$ cat src/rtl/pdm_pkg.sv
// Shared constants and types for the PDM sample streamer: register map,
// status/control bit positions and the drain FSM state type.
package pdm_pkg;

  localparam logic [1:0] REG_FIFO = 2'd0;
  localparam logic [1:0] REG_DIV  = 2'd1;
  localparam logic [1:0] REG_CTRL = 2'd2;

  localparam int ST_EMPTY = 0;
  localparam int ST_FULL  = 1;
  localparam int ST_OVF   = 2;
  localparam int ST_UNF   = 3;
  localparam int ST_LATE  = 4;

  localparam int CTRL_EN    = 0;
  localparam int CTRL_FLUSH = 1;
  localparam int CTRL_CLR   = 2;

  typedef enum logic {IDLE, BUSY} fsm_state_e;

endpackage

$ cat src/rtl/sync_fifo.sv
// Single-clock FIFO with synchronous flush; level carries one extra bit so a
// completely full FIFO (level == DEPTH) is representable.
module sync_fifo #(
  parameter int WIDTH = 10,
  parameter int DEPTH = 16,
  localparam int AW = $clog2(DEPTH),
  localparam int LW = AW + 1
) (
  input  logic             clk,
  input  logic             rst,
  input  logic             push,
  input  logic             pop,
  input  logic             flush,
  input  logic [WIDTH-1:0] wdata,
  output logic [WIDTH-1:0] rdata,
  output logic             full,
  output logic             empty,
  output logic [LW-1:0]    level
);

  logic [WIDTH-1:0] mem_q [DEPTH];
  logic [AW-1:0]    wr_ptr_q, wr_ptr_d, rd_ptr_q, rd_ptr_d;
  logic [LW-1:0]    level_q, level_d;
  logic             push_ok, pop_ok;

  assign full  = (level_q == LW'(DEPTH));
  assign empty = (level_q == '0);
  assign level = level_q;
  assign rdata = mem_q[rd_ptr_q];

  always_comb begin
    push_ok  = push & ~full;
    pop_ok   = pop & ~empty;
    wr_ptr_d = wr_ptr_q;
    rd_ptr_d = rd_ptr_q;
    level_d  = level_q;
    if (flush) begin
      wr_ptr_d = '0;
      rd_ptr_d = '0;
      level_d  = '0;
    end else begin
      // Pointers wrap for free because DEPTH is a power of two.
      if (push_ok) wr_ptr_d = wr_ptr_q + AW'(1);
      if (pop_ok)  rd_ptr_d = rd_ptr_q + AW'(1);
      level_d = level_q + LW'(push_ok) - LW'(pop_ok);
    end
  end

  always_ff @(posedge clk or posedge rst) begin
    if (rst) begin
      wr_ptr_q <= '0;
      rd_ptr_q <= '0;
      level_q  <= '0;
    end else begin
      wr_ptr_q <= wr_ptr_d;
      rd_ptr_q <= rd_ptr_d;
      level_q  <= level_d;
    end
  end

  always_ff @(posedge clk) begin
    if (push_ok && !flush) mem_q[wr_ptr_q] <= wdata;
  end

endmodule

$ cat src/rtl/pdm_sample_streamer.sv
// CPU-fed sample FIFO drained at a programmable rate as single Wishbone writes
// (address = channel, data = sample) toward the PDM peripheral.
module pdm_sample_streamer
  import pdm_pkg::*;
#(
  parameter int BITS     = 8,
  parameter int CHANNELS = 4,
  parameter int DEPTH    = 16,
  parameter int DIV_W    = 16,
  localparam int CH_W    = (CHANNELS > 1) ? $clog2(CHANNELS) : 1
) (
  input  logic            clk,
  input  logic            rst,
  input  logic            s_stb,
  input  logic            s_we,
  input  logic [1:0]      s_adr,
  input  logic [31:0]     s_dat_c,
  output logic [31:0]     s_dat_p,
  output logic            s_ack,
  output logic            m_stb,
  output logic            m_we,
  output logic [CH_W-1:0] m_adr,
  output logic [BITS-1:0] m_dat,
  input  logic            m_ack
);

  localparam int EW = BITS + CH_W;
  localparam int LW = $clog2(DEPTH) + 1;

  logic             fifo_push, fifo_pop, fifo_flush, fifo_full, fifo_empty;
  logic [EW-1:0]    fifo_wdata, fifo_rdata;
  logic [LW-1:0]    fifo_level;

  logic             enable_q, enable_d, tick_pend_q, tick_pend_d;
  logic             ovf_q, ovf_d, unf_q, unf_d, late_q, late_d;
  logic             s_ack_q, s_ack_d;
  logic [DIV_W-1:0] div_reload_q, div_reload_d, div_cnt_q, div_cnt_d;
  logic [31:0]      s_dat_p_q, s_dat_p_d, status;
  logic             bus_wr, ctrl_wr, clr, tick, launch, underflow;

  fsm_state_e       state_q;
  logic             m_stb_q;
  logic [CH_W-1:0]  m_adr_q;
  logic [BITS-1:0]  m_dat_q;

  logic unused_dat;
  assign unused_dat = ^s_dat_c[31:16+CH_W];

  sync_fifo #(.WIDTH(EW), .DEPTH(DEPTH)) u_fifo (
    .clk   (clk),
    .rst   (rst),
    .push  (fifo_push),
    .pop   (fifo_pop),
    .flush (fifo_flush),
    .wdata (fifo_wdata),
    .rdata (fifo_rdata),
    .full  (fifo_full),
    .empty (fifo_empty),
    .level (fifo_level)
  );

  always_comb begin
    bus_wr     = s_stb & s_we;
    ctrl_wr    = bus_wr && (s_adr == REG_CTRL);
    fifo_push  = bus_wr && (s_adr == REG_FIFO);
    fifo_flush = ctrl_wr & s_dat_c[CTRL_FLUSH];
    clr        = ctrl_wr & s_dat_c[CTRL_CLR];
    fifo_wdata = {s_dat_c[16 +: CH_W], s_dat_c[0 +: BITS]};

    tick      = enable_q && (div_cnt_q == '0);
    // A flush in the launch cycle empties the FIFO, so nothing is popped.
    launch    = (state_q == IDLE) && tick_pend_q && !fifo_empty && !fifo_flush;
    underflow = (state_q == IDLE) && tick_pend_q && fifo_empty;
    fifo_pop  = launch;

    enable_d     = ctrl_wr ? s_dat_c[CTRL_EN] : enable_q;
    div_reload_d = (bus_wr && (s_adr == REG_DIV)) ? s_dat_c[DIV_W-1:0] : div_reload_q;
    if (!enable_q || tick) div_cnt_d = div_reload_q;
    else                   div_cnt_d = div_cnt_q - DIV_W'(1);

    tick_pend_d = tick_pend_q;
    if (launch || underflow) tick_pend_d = 1'b0;
    if (tick)                tick_pend_d = 1'b1;

    // Sticky flags: a set event in the clear cycle survives the clear.
    ovf_d  = clr ? 1'b0 : ovf_q;
    unf_d  = clr ? 1'b0 : unf_q;
    late_d = clr ? 1'b0 : late_q;
    if (fifo_push && fifo_full) ovf_d  = 1'b1;
    if (underflow)              unf_d  = 1'b1;
    if (tick && tick_pend_q)    late_d = 1'b1;

    status           = '0;
    status[ST_EMPTY] = fifo_empty;
    status[ST_FULL]  = fifo_full;
    status[ST_OVF]   = ovf_q;
    status[ST_UNF]   = unf_q;
    status[ST_LATE]  = late_q;
    status[15:8]     = 8'(fifo_level);

    s_ack_d   = s_stb;
    s_dat_p_d = '0;
    if (s_stb) begin
      case (s_adr)
        REG_FIFO: s_dat_p_d = status;
        REG_DIV:  s_dat_p_d = 32'(div_reload_q);
        REG_CTRL: s_dat_p_d = {31'b0, enable_q};
        default:  s_dat_p_d = '0;
      endcase
    end
  end

  always_ff @(posedge clk or posedge rst) begin
    if (rst) begin
      enable_q     <= 1'b0;
      div_reload_q <= '0;
      div_cnt_q    <= '0;
      tick_pend_q  <= 1'b0;
      ovf_q        <= 1'b0;
      unf_q        <= 1'b0;
      late_q       <= 1'b0;
      s_ack_q      <= 1'b0;
      s_dat_p_q    <= '0;
    end else begin
      enable_q     <= enable_d;
      div_reload_q <= div_reload_d;
      div_cnt_q    <= div_cnt_d;
      tick_pend_q  <= tick_pend_d;
      ovf_q        <= ovf_d;
      unf_q        <= unf_d;
      late_q       <= late_d;
      s_ack_q      <= s_ack_d;
      s_dat_p_q    <= s_dat_p_d;
    end
  end

  // Drain FSM: outputs are held stable from launch until the peripheral acks.
  always_ff @(posedge clk or posedge rst) begin
    if (rst) begin
      state_q <= IDLE;
      m_stb_q <= 1'b0;
      m_adr_q <= '0;
      m_dat_q <= '0;
    end else begin
      case (state_q)
        IDLE: if (launch) begin
          m_stb_q <= 1'b1;
          m_adr_q <= fifo_rdata[BITS +: CH_W];
          m_dat_q <= fifo_rdata[0 +: BITS];
          state_q <= BUSY;
        end
        BUSY: if (m_ack) begin
          m_stb_q <= 1'b0;
          state_q <= IDLE;
        end
      endcase
    end
  end

  assign s_ack   = s_ack_q;
  assign s_dat_p = s_dat_p_q;
  assign m_stb   = m_stb_q;
  assign m_we    = 1'b1;
  assign m_adr   = m_adr_q;
  assign m_dat   = m_dat_q;

endmodule
$ cat config.mk
export PLATFORM = sky130hd
export DESIGN_NAME = pdm_sample_streamer
export DESIGN_NICKNAME = d
export VERILOG_FILES = /design/src/rtl/pdm_pkg.sv /design/src/rtl/sync_fifo.sv /design/src/rtl/pdm_sample_streamer.sv
export SDC_FILE = /design/constraint.sdc
export NUM_CORES = 1
export LEC_CHECK = 0
export CAP_MARGIN = 15
export CORE_ASPECT_RATIO = 1.5
export CORE_MARGIN = 2
export CORE_UTILIZATION = 40
export DETAILED_ROUTE_END_ITERATION = 6
export PLACE_DENSITY = 0.56
export SYNTH_ARGS = -nofsm -noshare
export SYNTH_HDL_FRONTEND = slang
export SYNTH_SLANG_ARGS = --single-unit
$ cat constraint.sdc
create_clock -name clk -period 6.95 [get_ports clk]
set_clock_uncertainty 0.05 [all_clocks]
set_input_delay 0.695 -clock clk [delete_from_list [all_inputs] [get_ports clk]]
set_output_delay 0.695 -clock clk [all_outputs]
set_load 0.02 [all_outputs]
**Yosys cells after proc, flatten, opt, wreduce, memory -nomap -nowiden**

Memories as Yosys holds them, arrays and structs flattened. A register that Yosys moved wholly into a read port is not among the register bits.
Cells that the tools add are included.

- Reductions and logical operators: 27
- Bitwise logic cells: 8
- Equal/unequal tests: 5
- $add $sub $neg: 5
- Multiplexer cells: 22

Operators by type and width:

| operator | count |
|---|---|
| $pmux 16 s3 | 1 |
| $mux 16 | 2 |
| $logic_not 16->1 | 1 |
| $mux 4 | 4 |
| $sub 16x1->16 const B | 1 |
| $mux 1 | 12 |
| $reduce_bool 2->1 | 6 |
| $logic_and 1x1->1 | 11 |
| $add 4x1->4 const B | 2 |
| $add 5x1->5 | 1 |
| $and 1x1->1 | 5 |
| $eq 5x5->1 const B | 1 |
| $logic_not 5->1 | 1 |
| $mux 5 | 1 |
| $sub 5x1->5 | 1 |
| $pmux 1 s2 | 2 |
| $reduce_and 2->1 | 2 |
| $logic_not 1->1 | 3 |
| $not 1->1 | 3 |
| $eq 2x1->1 const B | 1 |
| $eq 2x2->1 const B | 1 |
| $logic_not 2->1 | 1 |
| $logic_or 1x1->1 | 2 |
| $ne 2x1->1 const B | 1 |
| $ne 2x2->1 const B | 1 |

- Logic and storage cells: 82
- Memories kept: 1
- Register bits after elaboration: 85
- Bits in writable memories: 160
- Output and inout port bits: 45
- Input bits: 39

Memories:

| memory | depth | width | rd ports | clocked after Yosys merged registers in | write ports | RTL line | source |
|---|---|---|---|---|---|---|---|
| u_fifo.mem_q | 16 | 10 | 1 | 1 | 1 | sync_fifo.sv:21 | `logic [WIDTH-1:0] mem_q [DEPTH];` |

**Depth between registers and ports, before layout**

Gate-level depths: netlist (run 1).

- Depth after elaboration: 8
- Gate-level depth with buffers: 14
- Depth with buffers taken out: 13

**Modules after synthesis**

From an unflattened synthesis (run 1), not the netlist that was laid out.

- Cell total of the unflattened synthesis: 616
- Area, all modules: 10019.6 µm²

Modules (own cells, without submodules):

| module | area an instance (µm²) | times used | cells an instance | seq. area each (µm²) |
|---|---|---|---|---|
| sync_fifo | 7008.0 | 1 | 388 | 5129.9 |
| pdm_sample_streamer | 3011.6 | 1 | 228 | 1651.6 |

**Worst setup path after synthesis (run 1)**

Ideal clock, no wire load.

- Path kind: in2reg
- From: in s_we
- To: reg u_fifo.level_q[4] (netlist: u_fifo.level[4])
- Path buffers: 1
- Arrival time: 2.993 ns
- Setup time: 0.135 ns
- Data required time: 6.765 ns
- Cell stages on the path: 12
- Slack: 3.772 ns
- Cell sequence: and4b_1 a211oi_1 clkbuf_1 ha_1 inv_1 ha_1 inv_1 fa_1 nor2b_1 o21bai_1 a21oi_1 nor3b_1

- Cells in the longest elaborated chain, start to end: 8
- Elaborated cells between the ends (all ways): 11
- Classes of those cells: add/sub: 2; mux: 1; bitwise: 4; reduce/logical: 4

Ends and longest elaborated chain:

| item | RTL line | source |
|---|---|---|
| from (decl) | pdm_sample_streamer.sv:15 | `input logic s_we,` |
| $and 1x1->1 (*) | pdm_sample_streamer.sv:63 | `bus_wr = s_stb & s_we;` |
| branches (longest 6 deep; another with $add 5x1->5) | -- |  |
| $mux 5 (*) | sync_fifo.sv:37 | `if (flush) begin` |
| via u_fifo.level_d[4] | sync_fifo.sv:23 | `logic [LW-1:0] level_q, level_d;` |
| to (signal assigned) | sync_fifo.sv:57 | `level_q <= level_d;` |
| to (decl) | sync_fifo.sv:23 |  |

Mark *: on every way through the listed nets, which the timed path passes.
A chain may end at the register's enable or synchronous reset.

**Worst setup path in the final report (run 1)**

- From: reg u_fifo.level_q[2] (netlist: u_fifo.level[2])
- To: reg u_fifo.level_q[4] (netlist: u_fifo.level[4])

- Cells in the longest elaborated chain, start to end: 7
- Elaborated cells between the ends (all ways): 12
- Classes of those cells: add/sub: 2; eq/ne: 1; mux: 1; bitwise: 4; reduce/logical: 4

Ends and longest elaborated chain:

| item | RTL line | source |
|---|---|---|
| branches (longest 5 deep; another with $add 5x1->5) | -- |  |
| $sub 5x1->5 (*) | sync_fifo.sv:45 | `level_d = level_q + LW'(push_ok) - LW'(pop_ok);` |
| $mux 5 (*) | sync_fifo.sv:37 |  |
| via u_fifo.level_d[4] | sync_fifo.sv:23 |  |

Marks and branches as above.

==> reports/results.txt, run 1 <==
number of clock sinks - 239
CTS H-tree depth - 1
FF-to-FF End - u_fifo.level[4]$_DFF_PP0_
flop2flop setup slack - 3.73 ns
I/O pin count - 84
Syn Inst Count - 575
synth unique cells - 54
share of cells above drive strength 1 - 18.27%
placeable core area - 24,260 sq um
post-route ant nets - 0
Root Driver - clkbuf_16
clock latency on the worst-skew pair - 0.50 ns
unrepaired setup endpoints after global routing - false
Max Slew Vio Count - 0
pre-CTS setup slack - 3.329 ns
run status - finished, final reports clean
Avg Cell Area, Syn - 17.08 sq um
register area share after synthesis - 69.05%
post-route setup slack - 3.728 ns
Die X - 131.9 um
number of global-route vias before repair - 5,388
DR vias/cell - 5.292
Syn. warnings - 0
Final GP Congestion - 0.7468
fin crit share - 46.36%
largest net degree at the start of global routing - 58
async set-reset flop share out of synthesis - 33.05%
antenna cells - 0
Synth Register Bits - 239
Peak VDD IR - 0.0002127 V
Post-Route Setup TNS - 0 ns
Die H - 195.9 um
fillcell total - 2,115
Worst Max-Slew Pin Slew - 0.9310 ns
max-cap violation count - 0
Post-CTS Setup Inserts - 0
global route overflow - 0
Crit path required time - 7.26 ns
Final min period - 3.222 ns
met3 routed WL - 918 um
Layout Nets - 682
hold slack final - 0.4134 ns
Die ar. - 25,850 sq um
CTS max path bufs - 3
pwr dens - 321.4 nW/um^2
f_max - 310.4 MHz
DRC viols - 0
CTS tree - built
drt pass-1 iters - 4
Post-DP HPWL - 13,760 um
hold buffers post-CTS - 0
met2 wire len - 11,330 um
FF-to-FF path depth - 13
Port-buffer cells - 52
crit path capture - u_fifo.level[4]$_DFF_PP0_
FF-to-FF Start - u_fifo.level[2]$_DFF_PP0_
DRT iter0 DRCs - 357
GRT Util Overall - 16.44%
Post-synth EDFFs - 160
HP Class - register to register
crit start category - register
Routed WL per cell - 21.72 um
Initial Utilization - 40.48%
crit path max fanout - 8
Rel. slew slack - 37.77%
DRT met1 WL - 8178 um
TritonCTS buffer count - 23
post-CTS sizing - 0
Worst Setup SP - u_fifo.level[2]$_DFF_PP0_
worst setup path class - register to register
clock-pin slew on the worst setup and hold paths - 0.06 ns
initial antenna violation count - 1
final hold vios - 0
Leak - 4.023 nW
crit end category - register
Final setup viols - 0
synthesized area - 9821 sq um
global-route wire length before repair - 32,290 um
CP arrival - 3.53 ns
total vias in the final route - 5,133
Routed WL - 21,070 um
prevailing post-synth register cell - edfxtp_1
synthesis-to-finish area growth - 14.97%
Top Metal Used - met4
# rows - 70
[cells in the mapped netlist (6+ instances only)]
master    instances  area share [%]
a221oi_1         10            0.89
a22o_1            6            0.54
and2_1           22             1.4
buf_1             7            0.27
buf_4            17             1.3
clkbuf_1         14            0.54
dfrtp_1          79              20
edfxtp_1        160              49
ha_1             12             1.5
inv_1            19            0.73
mux2_2           22             2.5
mux2_4            7             1.1
mux2i_1          13             1.3
mux4_2           40             9.2
nand2_1          13            0.50
nor2_1           21            0.80
nor3_1           10            0.51
nor3b_1           6            0.46
o21ai_0          11            0.56
o22ai_1          10            0.64
xnor2_1           8            0.71
xor2_1            9            0.80
[where the power goes]
part	internal, W	switching, W
sequential	0.00165	0.000144
combinational	0.000350	0.000345
clock	0.000631	0.000514
[per-stage QoR]
stage | util [%] | cells | area [sq um] | total power (W)
after CTS | 46.54 | 970 | 11290 | 0.003671
after detailed placement | 43.75 | 929 | 10610 | 0.002521
after floorplan | - | 590 | 9877 | 0.002298
after global routing | 46.54 | 970 | 11290 | 0.003806
after global placement | 43.75 | 929 | 10610 | 0.002493
final | 46.54 | 970 | 11290 | 0.003629
[cells in the final DEF (no fill, tap or decap), types with 3 or more instances in the layout]
| cell | instances |
|---|---|
| clkbuf_16 | 23 |
| and2_1 | 22 |
| mux2_4 | 7 |
| nor3_1 | 10 |
| clkbuf_1 | 5 |
| buf_4 | 6 |
| nand2_1 | 13 |
| clkinv_1 | 3 |
| mux2i_1 | 13 |
| xnor2_1 | 8 |
| clkdlybuf4s50_1 | 52 |
| mux2_2 | 22 |
| and4_1 | 4 |
| dfrtp_1 | 78 |
| nand3_1 | 4 |
| a21oi_1 | 4 |
| a221oi_1 | 10 |
| nor2_1 | 21 |
| inv_1 | 18 |
| nor4_1 | 4 |
| nor3b_1 | 6 |
| a22o_1 | 6 |
| clkinv_2 | 8 |
| o21ai_0 | 11 |
| o22ai_1 | 10 |
| mux4_2 | 40 |
| edfxtp_1 | 160 |
| ha_1 | 12 |
| conb_1 | 17 |
| xor2_1 | 9 |
[critical path: stages (launching register included)]
cell and delay [ns]:
dfrtp_1 0.39, inv_1 0.10, ha_1 0.19, nor4b_2 0.76
a211oi_2 0.13, ha_1 0.32, inv_1 0.06, ha_1 0.17
inv_1 0.06, fa_1 0.37, nor2b_1 0.17, o21bai_1 0.11
a21oi_1 0.15, nor3b_1 0.06
[routing by layer]
layer  up-vias  track usage [%]
met1      2658            19.62
met4         0            6.039
met5         -                0
met3        42            2.171
li1       2291                -
met2       142            30.21
[sequential cells by signal, indices dropped and copies added (netlist names)]
register and flops:
u_fifo.mem_q 160, div_cnt_q 16, div_reload_q 16, s_dat_p 16, m_dat 8, u_fifo.level 5
u_fifo.rd_ptr_q 4, u_fifo.wr_ptr_q 4, m_adr 2, enable_q 1, late_q 1, m_stb 1
ovf_q 1, s_ack 1, state_q 1, tick_pend_q 1, unf_q 1
[how the worst min path moves through the flow]
stage	startpoint	endpoint	slack, ns	cells past startpoint
5_1_grt	state_q$_DFF_PP0_	m_stb$_DFFE_PP0P_	0.45	1
6_report	state_q$_DFF_PP0_	m_stb$_DFFE_PP0P_	0.41	1
4_1_cts	state_q$_DFF_PP0_	m_stb$_DFFE_PP0P_	0.41	1
3_5_place_dp	state_q$_DFF_PP0_	m_stb$_DFFE_PP0P_	0.40	1
3_3_place_gp	state_q$_DFF_PP0_	m_stb$_DFFE_PP0P_	0.40	1
2_1_floorplan	state_q$_DFF_PP0_	m_stb$_DFFE_PP0P_	0.38	1
[cell type report]
type / instances / area (sq um) / share of cell area, %
Multi-Input combinational cell: 289 / 2788 / 24.69
Tap cell: 324 / 405.4 / 3.590
Inverter: 19 / 72.57 / 0.6427
Timing Repair Buffer: 58 / 565.5 / 5.009
Clock inverter: 11 / 55.05 / 0.4876
Clock buffer: 30 / 621.8 / 5.508
Sequential cell: 239 / 6783 / 60.07
[logic make-up after synthesis]
logic type                 count (synthesis)  synth area share (%)
AOI/OAI and AO/OA                         57                 4.268
xor gates and xnor gates                  17                 1.516
adders and majority gates                 13                 1.733
buffers and inverters                     62                 3.185
DFF                                      239                 69.05
muxes                                     82                 14.09
other                                      2               0.07647
and+or+nand+nor                          103                 6.077
(Power assumes the default switching activity.)
==> run 2: changes to the inputs <==
PLACE_DENSITY = 0.58   (was 0.56)
clock period = 2.7 ns   (was 6.95 ns; I/O delays follow)
==> run 2 against run 1 <==
- power grew to 2.7 times the previous value
- critical path depth unchanged
- utilization up 2.5 points
==> reports/results.txt, run 2 (synthesis gave the netlist of run 1 again) <==
switching power total - 0.002665 W
number of global-route vias before repair - 5,720
crit end category - register
Leak - 4.312 nW
FF-to-FF End - u_fifo.level[4]$_DFF_PP0_
Post-DP Area - 11,060 sq um
GRT Util Overall - 16.61%
CP arrival - 2.90 ns
max-cap violation count - 0
largest net degree at the start of global routing - 80
clock latency on the worst-skew pair - 0.51 ns
post-route ant nets - 0
Layout Nets - 721
Critical Path Max Stage Delay - 0.40 ns
Final min period - 2.566 ns
placeable core area - 24,260 sq um
crit path max fanout - 3
Seq pwr share - 46.5%
fillcell total - 2,064
max reg flops - 160
fin util - 49.02%
hold buffers post-CTS - 0
Final GP Congestion - 0.8235
initial antenna violation count - 0
global route overflow - 0
Root Driver - clkbuf_16
crit start category - register
HP Class - input port to async pin
FF-to-FF Start - u_fifo.level[2]$_DFF_PP0_
number of clock sinks - 239
FF-to-FF path depth - 13
share of cells above drive strength 1 - 24.38%
CP max-delay cell - dfrtp_1
DRT iter0 DRCs - 270
Peak VDD IR - 0.0005724 V
Sw Share - 26.94%
Buf/Inv on CP - 3
Pwr Total - 0.009895 W
crit-path cells - inv_2 -> ha_2 -> nor4b_4 -> a211oi_4 -> ha_1 -> inv_1 -> ha_1 -> inv_1 -> fa_2 -> nor2b_4 -> o21bai_2 -> a21oi_2 -> nor3b_2
CTS max path bufs - 3
Largest Register - u_fifo.mem_q
Rel. slew slack - 45.51%
Post-DP HPWL - 14,370 um
Die ar. - 25,850 sq um
Die H - 195.9 um
CTS H-tree depth - 1
CTS tree - built
drt pass-1 iters - 5
Port-buffer cells - 52
most common cell after layout, fill and taps aside - edfxtp_1
clock share of power - 33.6%
Die X - 131.9 um
most frequent cells in the layout - 160 x edfxtp_1, 78 x dfrtp_1, 52 x clkdlybuf4s50_1, 40 x mux4_2, 32 x buf_4
crit-path leading delay family - adder cells
Post-Layout Cell Count - 1,009
I/O pin count - 84
synthesis-to-finish area growth - 21.10%
crit path capture - u_fifo.level[4]$_DFF_PP0_
Final Cell Area - 11,890 sq um
DR vias/cell - 5.230
cell depth of the worst setup path - 13
# rows - 70
P_int - 0.007229 W
dpl cells - 965
antenna cells - 0
Initial Utilization - 40.48%
Final setup viols - 0
pwr dens - 832.0 nW/um^2
global-route wire length before repair - 33,040 um
Routed WL - 21,230 um
Routed WL per cell - 21.04 um
Crit path required time - 3.03 ns
Worst Setup SP - u_fifo.level[2]$_DFF_PP0_
Comb power frac - 19.9%
run status - finished, final reports clean
Max Slew Vio Count - 0
clock-pin slew on the worst setup and hold paths - 0.06 ns
fin crit share - 95.03%
f_max - 389.7 MHz
Post-Route Setup TNS - 0 ns
final hold vios - 0
TritonCTS buffer count - 23
total vias in the final route - 5,277
DRC viols - 0
Worst Max-Slew Pin Slew - 0.8148 ns
flop2flop setup slack - 0.13 ns
worst setup path class - register to register
==> run 2: changes by cell type in the layout (fill, tap and decap cells not counted), moves of 2 or more <==
| cell | change |
|---|---|
| buf_4 | +26 |
| clkbuf_8 | -2 |
| bufinv_16 | +4 |
| clkinv_2 | -4 |
| inv_2 | +2 |
| buf_12 | +13 |
| inv_1 | -2 |
| clkinv_1 | -2 |
==> run 2: layer usage <==
metal | track usage [%] | share of wire (%) | vias up
met2 | 31.94 | 56 | 123
met1 | 18.85 | 37 | 2744
met5 | 0 | 0 | -
li1 | - | - | 2377
met4 | 4.911 | 2.6 | 0
met3 | 2.481 | 3.9 | 33
==> run 2: worst min path at each step <==
stage                                   from                           to  slack [ns]  cells after the start
final                                    rst              s_ack$_DFF_PP0_        0.11                      3
after global routing                     rst  div_reload_q[3]$_DFFE_PP0P_        0.15                      3
after CTS                                rst  div_reload_q[3]$_DFFE_PP0P_        0.14                      3
after detailed placement  late_q$_DFFE_PP0P_           late_q$_DFFE_PP0P_        0.44                      1
after global placement    late_q$_DFFE_PP0P_           late_q$_DFFE_PP0P_        0.43                      1
after floorplan                        s_stb              s_ack$_DFF_PP0_        0.25                      0
==> run 2: cell type report <==
class / instances / area, sq um / area share (%)
Inverter: 19 / 72.57 / 0.6102
Clock buffer: 29 / 601.8 / 5.060
Sequential cell: 239 / 6783 / 57.03
Tap cell: 324 / 405.4 / 3.409
Clock inverter: 12 / 180.2 / 1.515
Timing Repair Buffer: 97 / 1021 / 8.585
Multi-Input combinational cell: 289 / 2829 / 23.79
==> run 2: through the flow <==
stage / hold slack [ns] / setup WS, ns
detailed placement: 0.4376 / -0.3337
floorplan: 0.2514 / 0.002473
global route: 0.1456 / -0.0005707
finish: 0.1107 / 0.1342
global placement: 0.4284 / -0.2001
CTS: 0.1425 / 0.02686
==> run 2: power groups by stage <==
stage                     clock network [W]  logic [W]  registers [W]
after detailed placement                  0    0.00189        0.00467
after floorplan                           0    0.00135        0.00459
final                               0.00332    0.00197        0.00460
after CTS                           0.00340    0.00194        0.00460
after global routing                0.00353    0.00214        0.00466
after global placement                    0    0.00182        0.00464
==> run 2: what timing repair did <==
item,in CTS,in global routing
setup buffers,2,1
resized for setup,3,5
pin swaps,1,1
setup endpoints to repair,1,1
==> run 2: worst min-delay path: cells and delay by family <==
family,cells,cell delay (ns)
buffers and inverters,3,0.82
